<file path="src/rtl/multi_project_io_mux.sv">
// Pad-bus owner for a multi-project harness: one Wishbone-selected project drives the pads,
// with a break-before-make switch sequence and a programmable all-inputs guard interval.
module multi_project_io_mux #(
    parameter int          NUM_PROJECTS = 8,
    parameter int          IO_WIDTH     = 38,
    parameter int          GUARD_RESET  = 16,
    parameter logic [31:0] BASE_ADDR    = 32'h3000_0000
) (
    input  logic                             wb_clk_i,
    input  logic                             wb_rst_i,
    input  logic                             wbs_stb_i,
    input  logic                             wbs_cyc_i,
    input  logic                             wbs_we_i,
    input  logic [3:0]                       wbs_sel_i,
    input  logic [31:0]                      wbs_adr_i,
    input  logic [31:0]                      wbs_dat_i,
    output logic                             wbs_ack_o,
    output logic [31:0]                      wbs_dat_o,
    input  logic [NUM_PROJECTS*IO_WIDTH-1:0] proj_io_out,
    input  logic [NUM_PROJECTS*IO_WIDTH-1:0] proj_io_oeb,
    output logic [NUM_PROJECTS-1:0]          active,
    output logic [IO_WIDTH-1:0]              io_out,
    output logic [IO_WIDTH-1:0]              io_oeb,
    output logic                             switch_irq
);

    localparam logic [7:0] IDX_NONE = 8'hFF;

    typedef enum logic [1:0] {
        ST_IDLE   = 2'd0,
        ST_DRAIN  = 2'd1,
        ST_GUARD  = 2'd2,
        ST_ENABLE = 2'd3
    } state_t;

    state_t                    state_r, state_s;
    logic [7:0]                guard_cnt_r;
    logic [7:0]                cur_idx_r, req_idx_r, next_idx_s;
    logic [7:0]                guard_r, count_r;
    logic                      err_r, ack_r, irq_r;
    logic [31:0]               dat_r, rd_s;
    logic [NUM_PROJECTS-1:0]   active_r;
    logic [IO_WIDTH-1:0]       io_out_r, io_oeb_r, pad_out_s, pad_oeb_s;
    logic                      hit_s, req_s, wr_s, sel_wr_s, accept_s, reject_s;
    logic                      err_clr_s, guard_wr_s, busy_s, drive_s;
    logic                      unused_s;

    // 0xFF means "no project"; anything else must name an existing slot.
    function automatic logic idx_valid(input logic [7:0] idx);
        return ({1'b0, idx} < 9'(NUM_PROJECTS)) || (idx == IDX_NONE);
    endfunction

    function automatic logic [NUM_PROJECTS-1:0] onehot(input logic [7:0] idx);
        logic [NUM_PROJECTS-1:0] v;
        for (int k = 0; k < NUM_PROJECTS; k++) begin
            v[k] = (idx == k[7:0]);
        end
        return v;
    endfunction

    assign unused_s = &{1'b0, wbs_adr_i[1:0], wbs_sel_i[3:1], wbs_dat_i[31:8]};

    // Bus decode; ack_r blocks re-sampling the request held during its own ack cycle.
    always_comb begin
        hit_s      = (wbs_adr_i[31:4] == BASE_ADDR[31:4]);
        req_s      = wbs_stb_i & wbs_cyc_i & hit_s & ~ack_r;
        wr_s       = req_s & wbs_we_i;
        sel_wr_s   = wr_s & (wbs_adr_i[3:2] == 2'd0) & wbs_sel_i[0];
        accept_s   = sel_wr_s & (state_r == ST_IDLE) & idx_valid(wbs_dat_i[7:0]);
        reject_s   = sel_wr_s & ~accept_s;
        err_clr_s  = wr_s & (wbs_adr_i[3:2] == 2'd1) & wbs_sel_i[0] & wbs_dat_i[1];
        guard_wr_s = wr_s & (wbs_adr_i[3:2] == 2'd2) & wbs_sel_i[0];
        busy_s     = (state_r == ST_DRAIN) || (state_r == ST_GUARD);
    end

    // Switch sequencer next state and the index that will be current after this edge.
    always_comb begin
        state_s    = state_r;
        next_idx_s = cur_idx_r;
        case (state_r)
            ST_IDLE: begin
                if (accept_s) state_s = ST_DRAIN;
                else          state_s = ST_IDLE;
            end
            ST_DRAIN: begin
                if (guard_r == 8'd0) state_s = ST_ENABLE;
                else                 state_s = ST_GUARD;
            end
            ST_GUARD: begin
                if (guard_cnt_r == 8'd0) state_s = ST_ENABLE;
                else                     state_s = ST_GUARD;
            end
            ST_ENABLE: state_s = ST_IDLE;
            default:   state_s = ST_IDLE;
        endcase
        if (state_s == ST_ENABLE) next_idx_s = req_idx_r;
        else                      next_idx_s = cur_idx_r;
    end

    // Pads follow the selected slot only outside the drain/guard window.
    always_comb begin
        pad_out_s = {IO_WIDTH{1'b0}};
        pad_oeb_s = {IO_WIDTH{1'b1}};
        drive_s   = ((state_s == ST_IDLE) || (state_s == ST_ENABLE)) && (next_idx_s != IDX_NONE);
        for (int k = 0; k < NUM_PROJECTS; k++) begin
            if (drive_s && (next_idx_s == k[7:0])) begin
                pad_out_s = proj_io_out[k*IO_WIDTH +: IO_WIDTH];
                pad_oeb_s = proj_io_oeb[k*IO_WIDTH +: IO_WIDTH];
            end else begin
                pad_out_s = pad_out_s;
                pad_oeb_s = pad_oeb_s;
            end
        end
    end

    // Register read mux.
    always_comb begin
        rd_s = 32'd0;
        case (wbs_adr_i[3:2])
            2'd0:    rd_s = {busy_s, 23'd0, cur_idx_r};
            2'd1:    rd_s = {16'd0, count_r, 6'd0, err_r, busy_s};
            2'd2:    rd_s = {24'd0, guard_r};
            2'd3:    rd_s = 32'd0;
            default: rd_s = 32'd0;
        endcase
    end

    // Sequencer state and guard countdown (loaded with GUARD-1 on leaving DRAIN).
    always_ff @(posedge wb_clk_i) begin
        if (wb_rst_i) begin
            state_r     <= ST_IDLE;
            guard_cnt_r <= 8'd0;
        end else begin
            state_r <= state_s;
            if (state_r == ST_DRAIN)      guard_cnt_r <= guard_r - 8'd1;
            else if (state_r == ST_GUARD) guard_cnt_r <= guard_cnt_r - 8'd1;
        end
    end

    // Control/status registers.
    always_ff @(posedge wb_clk_i) begin
        if (wb_rst_i) begin
            cur_idx_r <= IDX_NONE;
            req_idx_r <= IDX_NONE;
            guard_r   <= 8'(GUARD_RESET);
            err_r     <= 1'b0;
            count_r   <= 8'd0;
        end else begin
            cur_idx_r <= next_idx_s;
            if (accept_s)   req_idx_r <= wbs_dat_i[7:0];
            if (guard_wr_s) guard_r   <= wbs_dat_i[7:0];
            if (reject_s)       err_r <= 1'b1;
            else if (err_clr_s) err_r <= 1'b0;
            if (state_s == ST_ENABLE) count_r <= count_r + 8'd1;
        end
    end

    // Registered bus, enable, pad and interrupt outputs.
    always_ff @(posedge wb_clk_i) begin
        if (wb_rst_i) begin
            ack_r    <= 1'b0;
            dat_r    <= 32'd0;
            active_r <= {NUM_PROJECTS{1'b0}};
            io_out_r <= {IO_WIDTH{1'b0}};
            io_oeb_r <= {IO_WIDTH{1'b1}};
            irq_r    <= 1'b0;
        end else begin
            ack_r    <= req_s;
            dat_r    <= (req_s && !wbs_we_i) ? rd_s : 32'd0;
            active_r <= drive_s ? onehot(next_idx_s) : {NUM_PROJECTS{1'b0}};
            io_out_r <= pad_out_s;
            io_oeb_r <= pad_oeb_s;
            irq_r    <= (state_s == ST_ENABLE);
        end
    end

    assign wbs_ack_o  = ack_r;
    assign wbs_dat_o  = dat_r;
    assign active     = active_r;
    assign io_out     = io_out_r;
    assign io_oeb     = io_oeb_r;
    assign switch_irq = irq_r;

endmodule

</file>
<file path="config.mk">
export PLATFORM = sky130hd
export DESIGN_NAME = multi_project_io_mux
export DESIGN_NICKNAME = d
export VERILOG_FILES = /design/src/rtl/multi_project_io_mux.sv
export SDC_FILE = /design/constraint.sdc
export NUM_CORES = 1
export LEC_CHECK = 0
export BUFFER_PORTS_ARGS = -buffer_cell sky130_fd_sc_hd__buf_2
export CORE_AREA = 2 2 313 315
export DETAILED_ROUTE_END_ITERATION = 10
export DIE_AREA = 0 0 315 317
export MAX_ROUTING_LAYER = met4
export PLACE_DENSITY = 0.35
export REMOVE_ABC_BUFFERS = 1
export SLEW_MARGIN = 20
export SYNTH_ARGS = -nofsm -noshare
export SYNTH_HDL_FRONTEND = slang
export SYNTH_SLANG_ARGS = --single-unit
</file>
<file path="constraint.sdc">
create_clock -name wb_clk_i -period 10.87 [get_ports wb_clk_i]
set_input_delay 2.174 -clock wb_clk_i [delete_from_list [all_inputs] [get_ports wb_clk_i]]
set_output_delay 2.174 -clock wb_clk_i [all_outputs]
set_load 0.05 [all_outputs]
</file>
After elaboration in Yosys (flattened, before gate mapping)
Cells that the tools add are included.
{ "word_totals": {"register_bits": 161, "in_bits": 681} }
{ "op_classes": {"bitwise_logic": 18, "muxes": 26, "n_addsub": 3, "eq_ne": 17, "reduce_logical": 24, "order_cmp": 1} }
{ "ops": {"columns": ["cell", "count"], "rows": [
  ["2-to-1 mux 38 bit", 16],
  ["case mux 32 bit (4 select lines)", 1],
  ["== test 8 x 3 -> 1 bit (second input constant)", 4],
  ["== test 28 x 26 -> 1 bit (second input constant)", 1],
  ["logical NOT 8 bit", 3],
  ["2-to-1 mux 8 bit", 3],
  ["== test 8 x 2 -> 1 bit (second input constant)", 2],
  ["subtractor 8 x 1 -> 8 bit (second input constant)", 2],
  ["bitwise AND 1 bit", 14],
  ["== test 2 bit (second input constant)", 5],
  ["logical AND 1 bit", 10],
  ["adder 8 x 1 -> 8 bit (second input constant)", 1],
  ["== test 8 x 1 -> 1 bit (second input constant)", 1],
  ["== test 8 bit (second input constant)", 1],
  ["< comparator 8 x 4 -> 1 bit (second input constant)", 1],
  ["inequality test 8 bit (second input constant)", 1],
  ["case mux 2 bit (4 select lines)", 1],
  ["logical NOT 2 bit", 3],
  ["2-to-1 mux 1 bit", 5],
  ["== test 2 x 1 -> 1 bit (second input constant)", 2],
  ["inverter 1 bit", 4],
  ["nonzero test 2 bit", 2],
  ["OR reduction 2 bit", 2],
  ["logical OR 1 bit", 3],
  ["logical NOT 1 bit", 1]
]} }

Logic depth before layout (Yosys ltp)
{ "depth": {"word_depth": 23, "depth_mapped": 17} }

Least setup slack after synthesis
Ideal clock, no wire load.
{ "synth_timing": {"kind": "input to register", "start": "in wbs_adr_i[20]", "end": "reg io_oeb_r[0], in the netlist io_oeb[0]", "path_slack_ps": 5026, "t_arrival_ps": 5725, "t_required_ps": 10751, "path_buffers": 2, "cell_stages": 13, "path_cell_list": "nor4_1 > nand4_1 > nor4_1 > nor3b_1 > a21o_1 > ha_1 > or4b_1 > a222oi_1 > clkbuf_1 > clkbuf_1 > o21ai_0 > a21oi_1 > o21ai_1"} }
{ "synth_between": {"elab_chain_cells": 23, "elab_cells_between_ends": 40, "classes_between": "eq/ne: 10; mux: 11; bitwise: 7; reduce/logical: 12"} }
{ "synth_rtl": {"columns": ["element", "line", "text"], "rows": [
  ["start, declared", "15", "input logic [31:0] wbs_adr_i,"],
  ["== test 28 x 26 -> 1 bit *", "65", "hit_s = (wbs_adr_i[31:4] == BASE_ADDR[31:4]);"],
  ["bitwise AND 1 bit * (2 in a row)", "66", "req_s = wbs_stb_i & wbs_cyc_i & hit_s & ~ack_r;"],
  ["bitwise AND 1 bit *", "67", "wr_s = req_s & wbs_we_i;"],
  ["bitwise AND 1 bit * (2 in a row)", "68", "sel_wr_s = wr_s & (wbs_adr_i[3:2] == 2'd0) & wbs_sel_i[0];"],
  ["bitwise AND 1 bit * (2 in a row)", "69", "accept_s = sel_wr_s & (state_r == ST_IDLE) & idx_valid(wbs_dat_i[7:0]);"],
  ["2-to-1 mux 1 bit *", "82", "if (accept_s) state_s = ST_DRAIN;"],
  ["case mux 2 bit (4 select lines) *", "80", "case (state_r)"],
  ["net state_s[0]", "36", "state_t state_r, state_s;"],
  ["== test 2 bit", "96, 104", null],
  ["2-to-1 mux 8 bit", "96", "if (state_s == ST_ENABLE) next_idx_s = req_idx_r;"],
  ["inequality test 8 bit", "104", "drive_s = ((state_s == ST_IDLE) || (state_s == ST_ENABLE)) && (next_idx_s != IDX_NONE);"],
  ["logical AND 1 bit", "104", null],
  ["logical AND 1 bit", "106", "if (drive_s && (next_idx_s == k[7:0])) begin"],
  ["2-to-1 mux 38 bit (7 in a row)", "106", null],
  ["2-to-1 mux 38 bit *", "106", null],
  ["end signal, assigned", "165", "io_oeb_r <= {IO_WIDTH{1'b1}};"],
  ["end signal, assigned", "172", "io_oeb_r <= pad_oeb_s;"],
  ["end, declared", "43", "logic [IO_WIDTH-1:0] io_out_r, io_oeb_r, pad_out_s, pad_oeb_s;"]
]} }
Mark *: on every way through the listed nets, which the timed path passes. The rest lies on a longest branch.
A chain may end at the register's enable or synchronous reset.

Worst setup path after layout
{ "layout_timing": {"start": "in wbs_adr_i[12]", "end": "reg io_out_r[13], in the netlist io_out[13]"} }
{ "layout_between": {"elab_chain_cells": 23, "elab_cells_between_ends": 40, "classes_between": "eq/ne: 10; mux: 11; bitwise: 7; reduce/logical: 12"} }
{ "layout_rtl": {"columns": ["element", "line", "text"], "rows": [
  ["== test 28 x 26 -> 1 bit *", "65", null],
  ["bitwise AND 1 bit * (2 in a row)", "66", null],
  ["bitwise AND 1 bit *", "67", null],
  ["bitwise AND 1 bit * (2 in a row)", "68", null],
  ["bitwise AND 1 bit * (2 in a row)", "69", null],
  ["2-to-1 mux 1 bit *", "82", null],
  ["case mux 2 bit (4 select lines) *", "80", null],
  ["net state_s[0]", "36", null],
  ["== test 2 bit", "96, 104", null],
  ["2-to-1 mux 8 bit", "96", null],
  ["inequality test 8 bit", "104", null],
  ["logical AND 1 bit", "104", null],
  ["logical AND 1 bit", "106", null],
  ["2-to-1 mux 38 bit (7 in a row)", "106", null],
  ["2-to-1 mux 38 bit *", "106", null],
  ["end signal, assigned", "164", "io_out_r <= {IO_WIDTH{1'b0}};"],
  ["end signal, assigned", "171", "io_out_r <= pad_out_s;"],
  ["end, declared", "43", null]
]} }
Marks and branches as above.

==> run_results.csv <==
group,metric,value,unit
outcome,outcome,"complete, no violations",
routing,totalWireLength,75.6,mm
placed_design,place_congestion,0.819,
die,ios,799,
cells_and_area,fillers,11300,
run,maxCapViolations,0,
synth,synth_edf_count,0,
cts,cts_buffer_depth,2,
grt,grt_pass1_vias,15000,
pwr,p_per_area,80.0,nW/um^2
hold_path,min_from,"req_idx_r[7]",
timing,skew,0.0183,ns
synth,async_reset_ff_share,0,%
cts,cts_tree,"yes",
worst_setup_path,cp.required,11.21,ns
grt,grt_pass1_wl,104,mm
cts,cts_setup_buffers,0,
synth,synth_ff_type,"dfxtp_1",
timing,relSlewSlack,22.4,%
die,start_util,11.3,%
cells_and_area,finalNetCount,2940,
timing,tightest_slew,1.16,ns
die,dieWidth,315,um
placed_design,dp.cells,3508,
cts,postCtsHoldBufs,0,
timing,drv_slew,0,
placed_design,dp_hpwl,57.2,mm
cts,clockRootBuffer,"clkbuf_16",
grt,grt_usage,15.0,%
routing,vias,14700,
die,rows,114,
worst_setup_path,reg2regPathDepth,13,
cells_and_area,syn_to_final_growth,52.9,%
synth,yosys.area.top_type_share,27.0,%
cells_and_area,multi_input_area,7190,um^2
die,die_area,99900,um^2
cells_and_area,drive_gt1_share,37.7,%
synth,synth_area_leaders,"dfxtp_1, a21oi_1, o21ai_0, nor2_1, nand2_1",
pwr,power,1.33,mW
timing,fin_setup_tns,0,ns
worst_setup_path,r2r-end,"io_out[13]",
worst_setup_path,crit_path_start,"wbs_adr_i[12]",
worst_setup_path,r2r-start,"wbs_ack_o",
synth,netlist_instances,1603,
worst_setup_path,worstSetupStartpointType,"input port",
worst_setup_path,reg2reg_slack,4.56,ns
timing,rsz0062_at_grt,"false",
synth,synth_area,10800,um^2
worst_setup_path,arrival,8.19,ns
timing,whs,0.483,ns
hold_path,hold_path_class,"flip-flop to flip-flop",
routing,ant_nets,0,
die,die_y,317,um
cts,h-tree-depth,4,
cts,cts_resized,0,
synth,ys_types,55,
die,core_area,96300,um^2
routing,drc,0,
worst_setup_path,critical_path_class,"input port to flip-flop",
timing,fin_crit_sh,72.2,%
pwr,max-vdd-ir-drop,0.0000844,V
routing,first_pass_iters,5,
timing,setup_viol,0,
grt,grt_max_degree,63,
cts,cts.sinks,146,
timing,finalHoldViolations,0,
cells_and_area,mostFrequentLayoutCell,"buf_2",
synth,synth-seq-cells,146,
routing,drt_iter0_drc,860,
worst_setup_path,end_kind,"flip-flop",
grt,antenna_found_initial,16,
cts,clock_latency,0.51,ns
placed_design,portBuffers,754,
worst_setup_path,critPathMaxFanout,41,
routing,wire_per_inst,21.3,um
grt,grt_overflow_total,0,
cts,cts_made_buffers,17,
cells_and_area,layout_common_cells,"buf_2, a21oi_1, nor2_1",
routing,vias_per_cell,4.14,
pwr,leakage,7.07,nW
synth,ys_seq_area_share,27.0,%
cells_and_area,regArea,2930,um^2
timing,fmax,127,MHz
cts,path_clk_slew,0.08,ns
cells_and_area,layout.cells.non_filler,3552,
synth,yosysWarnings,0,
synth,synth_area_leader_cell,"dfxtp_1",
worst_setup_path,critical_path.endpoint,"io_out[13]",
synth,avgSynthCellArea,6.76,um^2
timing,min_period,7.85,ns
## cell type report
| class | instances | area share [%] |
|---|---|---|
| Multi-Input combinational cell | 1247 | 43.4 |
| Sequential cell | 146 | 17.7 |
| Clock inverter | 15 | 0.868 |
| Timing Repair Buffer | 791 | 24.6 |
| Antenna cell | 12 | 0.181 |
| Clock buffer | 17 | 2.57 |
| Inverter | 48 | 1.09 |
| Tap cell | 1276 | 9.63 |
## worst min path at each step
stage / to / slack [ns] / cells after the start
CTS: req_idx_r[7] / 0.49 / 1
floorplan: wbs_dat_o[15] / 0.44 / 1
finish: req_idx_r[7] / 0.48 / 1
detailed placement: req_idx_r[7] / 0.47 / 1
global placement: req_idx_r[3] / 0.46 / 1
global route: req_idx_r[3] / 0.51 / 1
## worst max-delay path, stage by stage
cell	delay, ns
buf_2	0.10
nor4_1	0.32
nand4_1	0.34
nor4_1	0.63
nor3b_1	0.64
a21o_1	0.31
ha_1	0.62
or4b_1	0.55
a22oi_2	0.59
and2_4	0.66
nand2_2	0.06
buf_4	0.28
nand3_1	0.70
o22ai_1	0.19
## logic make-up (layout without fill, tap and decap cells)
family                     count (synthesis)  in the layout  share of synthesized area, %
and+or+nand+nor                          475            475                          19.3
muxes                                     21             21                          1.94
DFF                                      146            146                          27.0
xor gates and xnor gates                  10             10                         0.808
buffers and inverters                    224            871                          8.36
other                                      1             27                        0.0346
adders and majority gates                  8              8                         0.924
AOI/OAI and AO/OA                        718            718                          41.7
## per-stage QoR
stage               area [um^2]  util (%)  setup WS, ns
floorplan                 10200         -         0.983
global placement          15900      16.6          2.20
detailed placement        16000      16.6          2.21
CTS                       16500      17.2          2.76
global route              16600      17.2          2.50
finish                    16600      17.2          3.02
## Yosys cell counts, types with 40 or more instances
| library cell | number |
|---|---|
| clkbuf_1 | 144 |
| nand2_1 | 155 |
| dfxtp_1 | 146 |
| inv_1 | 48 |
| o21ai_0 | 156 |
| a22oi_1 | 52 |
| o22ai_1 | 50 |
| a21o_1 | 46 |
| o2bb2ai_1 | 40 |
| nor2_1 | 197 |
| a21oi_1 | 223 |
| a211oi_1 | 59 |
## power breakdown
| group | switching, mW | internal, mW | total (mW) |
|---|---|---|---|
| Clock | 0.317 | 0.303 | 0.619 |
| Combinational | 0.0775 | 0.0946 | 0.172 |
| Sequential | 0.000323 | 0.534 | 0.534 |
## sequential cells by signal (all words and copies together), names as in the netlist
register and count:
guard_cnt_r 8, wbs_dat_o 17, state_r 2, req_idx_r 8, active 8, io_oeb 38, wbs_ack_o 1, guard_r 8
switch_irq 1, cur_idx_r 8, count_r 8, io_out 38, err_r 1
## routing by layer
layer | vias to the layer above | global-route usage [%] | wire, um
met5 | - | - | 0
met1 | 6964 | 18.0 | 32600
met2 | 527 | 25.0 | 36900
li1 | 7136 | - | -
met3 | 65 | 3.52 | 4530
met4 | 0 | 4.09 | 1560
No activity file was read; power rests on OpenSTA's default activity.
